## config.mk

```make
export PLATFORM = sky130hd
export DESIGN_NAME = draw_point_si
export DESIGN_NICKNAME = d
export VERILOG_FILES = /design/src/rtl/draw_point_pkg.sv /design/src/rtl/draw_point_fifo.sv /design/src/rtl/draw_point_si.sv
export SDC_FILE = /design/constraint.sdc
export NUM_CORES = 1
export LEC_CHECK = 0
export ABC_AREA = 1
export BUFFER_PORTS_ARGS = -buffer_cell sky130_fd_sc_hd__buf_4
export CAP_MARGIN = 20
export CORE_ASPECT_RATIO = 0.6
export CORE_UTILIZATION = 40
export DETAILED_ROUTE_END_ITERATION = 12
export GPL_ROUTABILITY_DRIVEN = 1
export PLACE_DENSITY = 0.55
export SYNTH_ARGS = -nofsm -noshare
export SYNTH_HDL_FRONTEND = slang
export SYNTH_SLANG_ARGS = --single-unit
```

## constraint.sdc

```tcl
create_clock -name csi_fb_clock_clk -period 3.95 [get_ports csi_fb_clock_clk]
set_input_delay 0.79 -clock csi_fb_clock_clk [delete_from_list [all_inputs] [get_ports csi_fb_clock_clk]]
set_output_delay 0.79 -clock csi_fb_clock_clk [all_outputs]
set_load 0.005 [all_outputs]
```

## src/rtl/draw_point_pkg.sv

```systemverilog
// Shared types and constants for the point-plotting framebuffer writer.
// Point struct packs {X, Y, RGB444}; FSM walks IDLE -> CALC -> WRITE.
package draw_point_pkg;

  localparam logic [15:0] cul16HRes  = 16'd320;
  localparam logic [15:0] cul16VRes  = 16'd240;
  localparam int          cRgbWidth  = 12;

  typedef enum logic [1:0] {
    IDLE  = 2'd0,
    CALC  = 2'd1,
    WRITE = 2'd2
  } teDpsState;

  typedef struct packed {
    logic [8:0]           posX;
    logic [8:0]           posY;
    logic [cRgbWidth-1:0] rgb;
  } tsDpsPoint;

endpackage

```

## src/rtl/draw_point_fifo.sv

```systemverilog
// Single-clock show-ahead FIFO: popData always presents the head entry.
// A push while full is ignored even if a pop happens on the same edge.
module draw_point_fifo #(
  parameter int DEPTH = 8,
  parameter int WIDTH = 30
) (
  input  logic             clk,
  input  logic             srst,
  input  logic             push,
  input  logic [WIDTH-1:0] pushData,
  input  logic             pop,
  output logic [WIDTH-1:0] popData,
  output logic             full,
  output logic             empty
);

  localparam int            cAw       = $clog2(DEPTH);
  localparam logic [cAw:0]  cFullCount = (cAw + 1)'(DEPTH);

  logic [WIDTH-1:0] memArray [DEPTH];
  logic [cAw-1:0]   wrPtrReg;
  logic [cAw-1:0]   rdPtrReg;
  logic [cAw:0]     countReg;
  logic             doPush;
  logic             doPop;

  assign full    = (countReg == cFullCount);
  assign empty   = (countReg == '0);
  assign doPush  = push && !full;
  assign doPop   = pop && !empty;
  assign popData = memArray[rdPtrReg];

  always_ff @(posedge clk) begin
    if (doPush) memArray[wrPtrReg] <= pushData;
  end

  always_ff @(posedge clk) begin
    if (srst) begin
      wrPtrReg <= '0;
      rdPtrReg <= '0;
      countReg <= '0;
    end else begin
      if (doPush) wrPtrReg <= wrPtrReg + 1'b1;
      if (doPop)  rdPtrReg <= rdPtrReg + 1'b1;
      if (doPush && !doPop)      countReg <= countReg + 1'b1;
      else if (doPop && !doPush) countReg <= countReg - 1'b1;
    end
  end

endmodule

```

## src/rtl/draw_point_si.sv

```systemverilog
// Buffers incoming points and writes each as one 16-bit framebuffer word.
// Define DRAW_POINT_SI_CLIP_EN to discard and count out-of-frame points.
module draw_point_si
  import draw_point_pkg::*;
#(
  parameter int          FIFO_DEPTH = 8,
  parameter int          H_RES      = int'(cul16HRes),
  parameter int          V_RES      = int'(cul16VRes),
  parameter logic [16:0] FB_BASE    = 17'd0
) (
  input  logic        csi_fb_clock_clk,
  input  logic        rsi_fb_reset_reset,
  input  logic        coe_dps_ul1Reset_n,
  input  logic        coe_dps_ul1Update,
  input  logic [8:0]  coe_dps_ul9PosX,
  input  logic [8:0]  coe_dps_ul9PosY,
  input  logic [11:0] coe_dps_ul12Rgb12Data,
  output logic [16:0] avm_fb_address,
  output logic        avm_fb_write,
  output logic [15:0] avm_fb_writedata,
  output logic [1:0]  avm_fb_byteenable,
  input  logic        avm_fb_waitrequest,
  output logic [15:0] coe_dps_ul16OverflowCount,
  output logic [15:0] coe_dps_ul16ClipCount,
  output logic        coe_dps_ul1Busy
);

  if (FIFO_DEPTH < 2 || (FIFO_DEPTH & (FIFO_DEPTH - 1)) != 0 || H_RES < 1 || V_RES < 1)
  begin : gBadConfig
    $error("draw_point_si: invalid parameter set");
  end

  localparam logic [31:0] cHRes32 = 32'(H_RES);

  logic        srst;
  tsDpsPoint   pushPoint;
  tsDpsPoint   headPoint;
  tsDpsPoint   holdReg;
  logic        fifoFull;
  logic        fifoEmpty;
  logic        fifoPop;
  logic        clipHit;
  logic [16:0] addrCalc;
  teDpsState   stateReg;
  teDpsState   stateNext;
  logic [16:0] addrReg;
  logic [15:0] dataReg;
  logic [15:0] overflowCountReg;

  // Either reset source clears everything on the same edge.
  assign srst      = rsi_fb_reset_reset | ~coe_dps_ul1Reset_n;
  assign pushPoint = {coe_dps_ul9PosX, coe_dps_ul9PosY, coe_dps_ul12Rgb12Data};
  assign addrCalc  = 17'(32'(FB_BASE) + 32'(holdReg.posY) * cHRes32 + 32'(holdReg.posX));

  draw_point_fifo #(
    .DEPTH (FIFO_DEPTH),
    .WIDTH ($bits(tsDpsPoint))
  ) uFifo (
    .clk      (csi_fb_clock_clk),
    .srst     (srst),
    .push     (coe_dps_ul1Update),
    .pushData (pushPoint),
    .pop      (fifoPop),
    .popData  (headPoint),
    .full     (fifoFull),
    .empty    (fifoEmpty)
  );

`ifdef DRAW_POINT_SI_CLIP_EN
  localparam logic [31:0] cVRes32 = 32'(V_RES);
  logic [15:0] clipCountReg;

  assign clipHit = (32'(holdReg.posX) >= cHRes32) || (32'(holdReg.posY) >= cVRes32);

  always_ff @(posedge csi_fb_clock_clk) begin
    if (srst) clipCountReg <= '0;
    else if (stateReg == CALC && clipHit && clipCountReg != 16'hFFFF)
      clipCountReg <= clipCountReg + 1'b1;
  end

  assign coe_dps_ul16ClipCount = clipCountReg;
`else
  assign clipHit               = 1'b0;
  assign coe_dps_ul16ClipCount = 16'h0000;
`endif

  // A clipped point retires exactly like an accepted write.
  always_comb begin
    stateNext = stateReg;
    fifoPop   = 1'b0;
    unique case (stateReg)
      IDLE: begin
        if (!fifoEmpty) begin
          fifoPop   = 1'b1;
          stateNext = CALC;
        end
      end
      CALC: begin
        if (clipHit) begin
          fifoPop   = !fifoEmpty;
          stateNext = fifoEmpty ? IDLE : CALC;
        end else begin
          stateNext = WRITE;
        end
      end
      WRITE: begin
        if (!avm_fb_waitrequest) begin
          fifoPop   = !fifoEmpty;
          stateNext = fifoEmpty ? IDLE : CALC;
        end
      end
      default: stateNext = IDLE;
    endcase
  end

  always_ff @(posedge csi_fb_clock_clk) begin
    if (srst) begin
      stateReg         <= IDLE;
      holdReg          <= '0;
      addrReg          <= '0;
      dataReg          <= '0;
      overflowCountReg <= '0;
    end else begin
      stateReg <= stateNext;
      if (fifoPop) holdReg <= headPoint;
      if (stateReg == CALC && !clipHit) begin
        addrReg <= addrCalc;
        dataReg <= {4'h0, holdReg.rgb};
      end
      if (coe_dps_ul1Update && fifoFull && overflowCountReg != 16'hFFFF)
        overflowCountReg <= overflowCountReg + 1'b1;
    end
  end

  assign avm_fb_write              = (stateReg == WRITE);
  assign avm_fb_address            = addrReg;
  assign avm_fb_writedata          = dataReg;
  assign avm_fb_byteenable         = 2'b11;
  assign coe_dps_ul16OverflowCount = overflowCountReg;
  assign coe_dps_ul1Busy           = !fifoEmpty || (stateReg != IDLE);

endmodule
```

==> flow_summary.yaml <==
placed_design:
  postPlaceCellArea_sq_um: 14300
  dp_hpwl_um: 18200
  numPortBuffers: 81
  routabilityCongestion: 0.816
  place_ws_ns: 1.28
critical_path:
  ff2ff_setup_slack_ns: 1.41
  critPathArrivalTime_ns: 2.99
  cpMostUsedCell: "nor2_1"
  cp_max_fo: 4
  cp_slowest_cell: "fa_1"
  worstSetupPathType: "register to register"
  ff2ff_path_depth: 12
  cp-end-kind: "register"
  setup.worst_path.start_class: "register"
  r2r_end: "avm_fb_address[15]"
  path_cells: "ha_1 > ha_1 > fa_1 > nand2_1 > nor2_1 > nand2_1 > a21oi_1 > nand3_1 > nor2_1 > nor2_1 > o21ai_1 > inv_1"
  crit-reg2reg-launch: "holdReg[13]"
  critPathTopFamily: "adder cells"
  cpPeakStageDelay_ns: 0.55
  required_ns: 4.40
  cp_num_buf_inv: 1
clock_tree:
  cts.clk_slew.worst_paths_ns: 0.07
  htreeDepth: 1
  cts_tree: "yes"
  clkSinkCount: 327
  cts_root_buf: "clkbuf_16"
  clkLatencyLatePin_ns: 0.58
  cts_setup_buffers: 0
  cts_resized: 0
  clock_path_buffers: 3
  ctsHoldBuffers: 0
  numCtsBuffers: 30
global_routing:
  grt_max_degree: 105
  grt_antenna_before_repair: 0
  grt_util_met3_pct: 2.82
  grt_pass1_wl_um: 48200
  track_usage_pct: 18.3
  grt_pass1_vias: 8203
  overflow: 0
  grtUsageMet1_pct: 27.8
  gr-max-usage-layer: "met1"
  gr-usage-met2_pct: 27.3
yosys:
  ys_top_cells_by_area: "edfxtp_1 54%, dfxtp_1 13%, o21ai_0 7.0%"
  synth-edff-count: 240
  synthArstFlopShare_pct: 0
  synthDistinctLibCells: 38
  yosysTopAreaCellShare_pct: 54.0
  synth-seq-cells: 327
  ys_warn_count: 0
  netlist_top_cells_count: "240 x edfxtp_1, 204 x nor2_1, 187 x o21ai_0"
  syn-cell-area_sq_um: 13400
  syn-instance-count: 1192
  synth_flop_cell: "edfxtp_1"
  yosysMostFrequentCell: "edfxtp_1"
  synth_area_leader_cell: "edfxtp_1"
  ys_seq_area_share_pct: 67.0
  postSynthAreaPerCell_sq_um: 11.2
final_layout:
  final_util_pct: 46.9
  nNetsFinal: 1316
  drive_above_1_share_pct: 13.3
  nFillCells: 2975
  regArea_sq_um: 8950
  area_growth_pct: 14.6
  multi_input_area_sq_um: 3860
  n_antenna_cell: 0
  final_area_sq_um: 15300
route:
  drc: 0
  avgViaCountPerCell: 5.11
  dr.pass1.iters: 5
  drt_iter0_drc: 658
  vias: 8830
  postRouteAntennaNets: 0
  routed_wl_um: 31100
  wire_per_inst_um: 18.0
floorplan:
  rows: 51
  ioPinCount: 104
  die_w_um: 238
  initial_core_util_pct: 40.9
  dieArea_sq_um: 34100
  die_h_um: 144
  core-area_sq_um: 32600
timing:
  worst_slack_ns: 1.41
  whs_ns: 0.441
  finalCritPeriodShare_pct: 64.2
  finalMaxSlewViolations: 0
  hold_viol_final: 0
  rsz0062_at_grt: "false"
  finalSetupViolCount: 0
  setup_tns_ns: 0
  fmax_mhz: 394
  skew_ns: 0.0324
  worst_pin_slew_ns: 1.03
  period_needed_ns: 2.54
  maxSlewHeadroom_pct: 31.3
hold_path:
  min_from: "coe_dps_ul9PosY[2]"
  hold_path.class: "input pin to register"
  worst_hold_path.endpoint: "uFifo.memArray[2][14]"
  hold_depth: 1
pwr:
  peakVddDrop_v: 0.000348
  power_leakage_nw: 5.55
  p_per_area_nw_per_um2: 591
run_status:
  outcome: "complete, no violations"
run:
  max_cap_violations: 0
[worst reg2reg max path, cell delays in order, from the launching register on]
cell and delay, ns:
dfxtp_1 0.41, ha_1 0.26, ha_1 0.24, fa_1 0.55, nand2_1 0.09, nor2_1 0.09
nand2_1 0.07, a21oi_1 0.25, nand3_1 0.12, nor2_1 0.14, nor2_1 0.05, o21ai_1 0.12
inv_1 0.04
[cell families after synthesis]
family | synth area share (%)
buffers and inverters | 5.14
adders and majority gates | 2.61
xor gates and xnor gates | 0.853
other | 0.0562
DFF | 67.0
AOI/OAI and AO/OA | 14.4
and+or+nand+nor | 9.93
[cell usage in the layout, fill, tap and decap left out, drive strengths merged]
cell	count
a211oi	3
a21o	1
a21oi	60
a31oi	1
and3	1
buf	98
bufinv	1
clkbuf	43
clkinv	12
clkinvlp	1
conb	22
dfxtp	87
edfxtp	240
fa	3
ha	23
inv	58
nand2	81
nand3	20
nand3b	2
nand4	5
nor2	209
nor3	11
o211ai	1
o21ai	222
o21ba	1
o221ai	30
o22ai	30
xnor2	4
xor2	9
[layout make-up]
type | instances | area share, %
Sequential cell | 327 | 58.5
Multi-Input combinational cell | 739 | 25.2
Clock buffer | 43 | 5.57
Inverter | 59 | 1.46
Tap cell | 450 | 3.68
Clock inverter | 13 | 0.687
Timing Repair Buffer | 98 | 4.89
[flip-flops by register name (all words and copies together), names as in the netlist]
name	flops
avm_fb_address	17
avm_fb_writedata	12
coe_dps_ul16OverflowCount	16
holdReg	30
stateReg	2
uFifo.countReg	4
uFifo.memArray	240
uFifo.rdPtrReg	3
uFifo.wrPtrReg	3
[per-stage QoR]
| step | cells | total power [W] |
|---|---|---|
| 2_1_floorplan | 1212 | 0.00562 |
| 3_3_place_gp | 1673 | 0.00629 |
| 3_5_place_dp | 1673 | 0.00630 |
| 4_1_cts | 1729 | 0.00913 |
| 5_1_grt | 1729 | 0.00955 |
| 6_report | 1729 | 0.00904 |
[where the power goes]
part	switching (W)	internal, W
Combinational	0.00143	0.000649
Sequential	0.000180	0.00394
Clock	0.00127	0.00157
Total	0.00288	0.00616
[metal layers]
layer / part of all wire [%] / up-vias
met5: 0 / -
met3: 4.3 / 36
met2: 43 / 184
met4: 2.2 / 0
met1: 50 / 4260
li1: - / 4350
[worst max path at each step]
stage | startpoint | endpoint | slack, ns | depth (start not counted)
3_5_place_dp | avm_fb_waitrequest | uFifo.countReg[3] | 1.28 | 14
3_3_place_gp | avm_fb_waitrequest | uFifo.countReg[3] | 1.28 | 14
4_1_cts | holdReg[13] | avm_fb_address[15] | 1.44 | 12
2_1_floorplan | coe_dps_ul1Update | uFifo.memArray[0][0] | 1.17 | 4
5_1_grt | holdReg[13] | avm_fb_address[15] | 1.24 | 12
6_report | holdReg[13] | avm_fb_address[15] | 1.41 | 12
(Power assumes the default switching activity.)
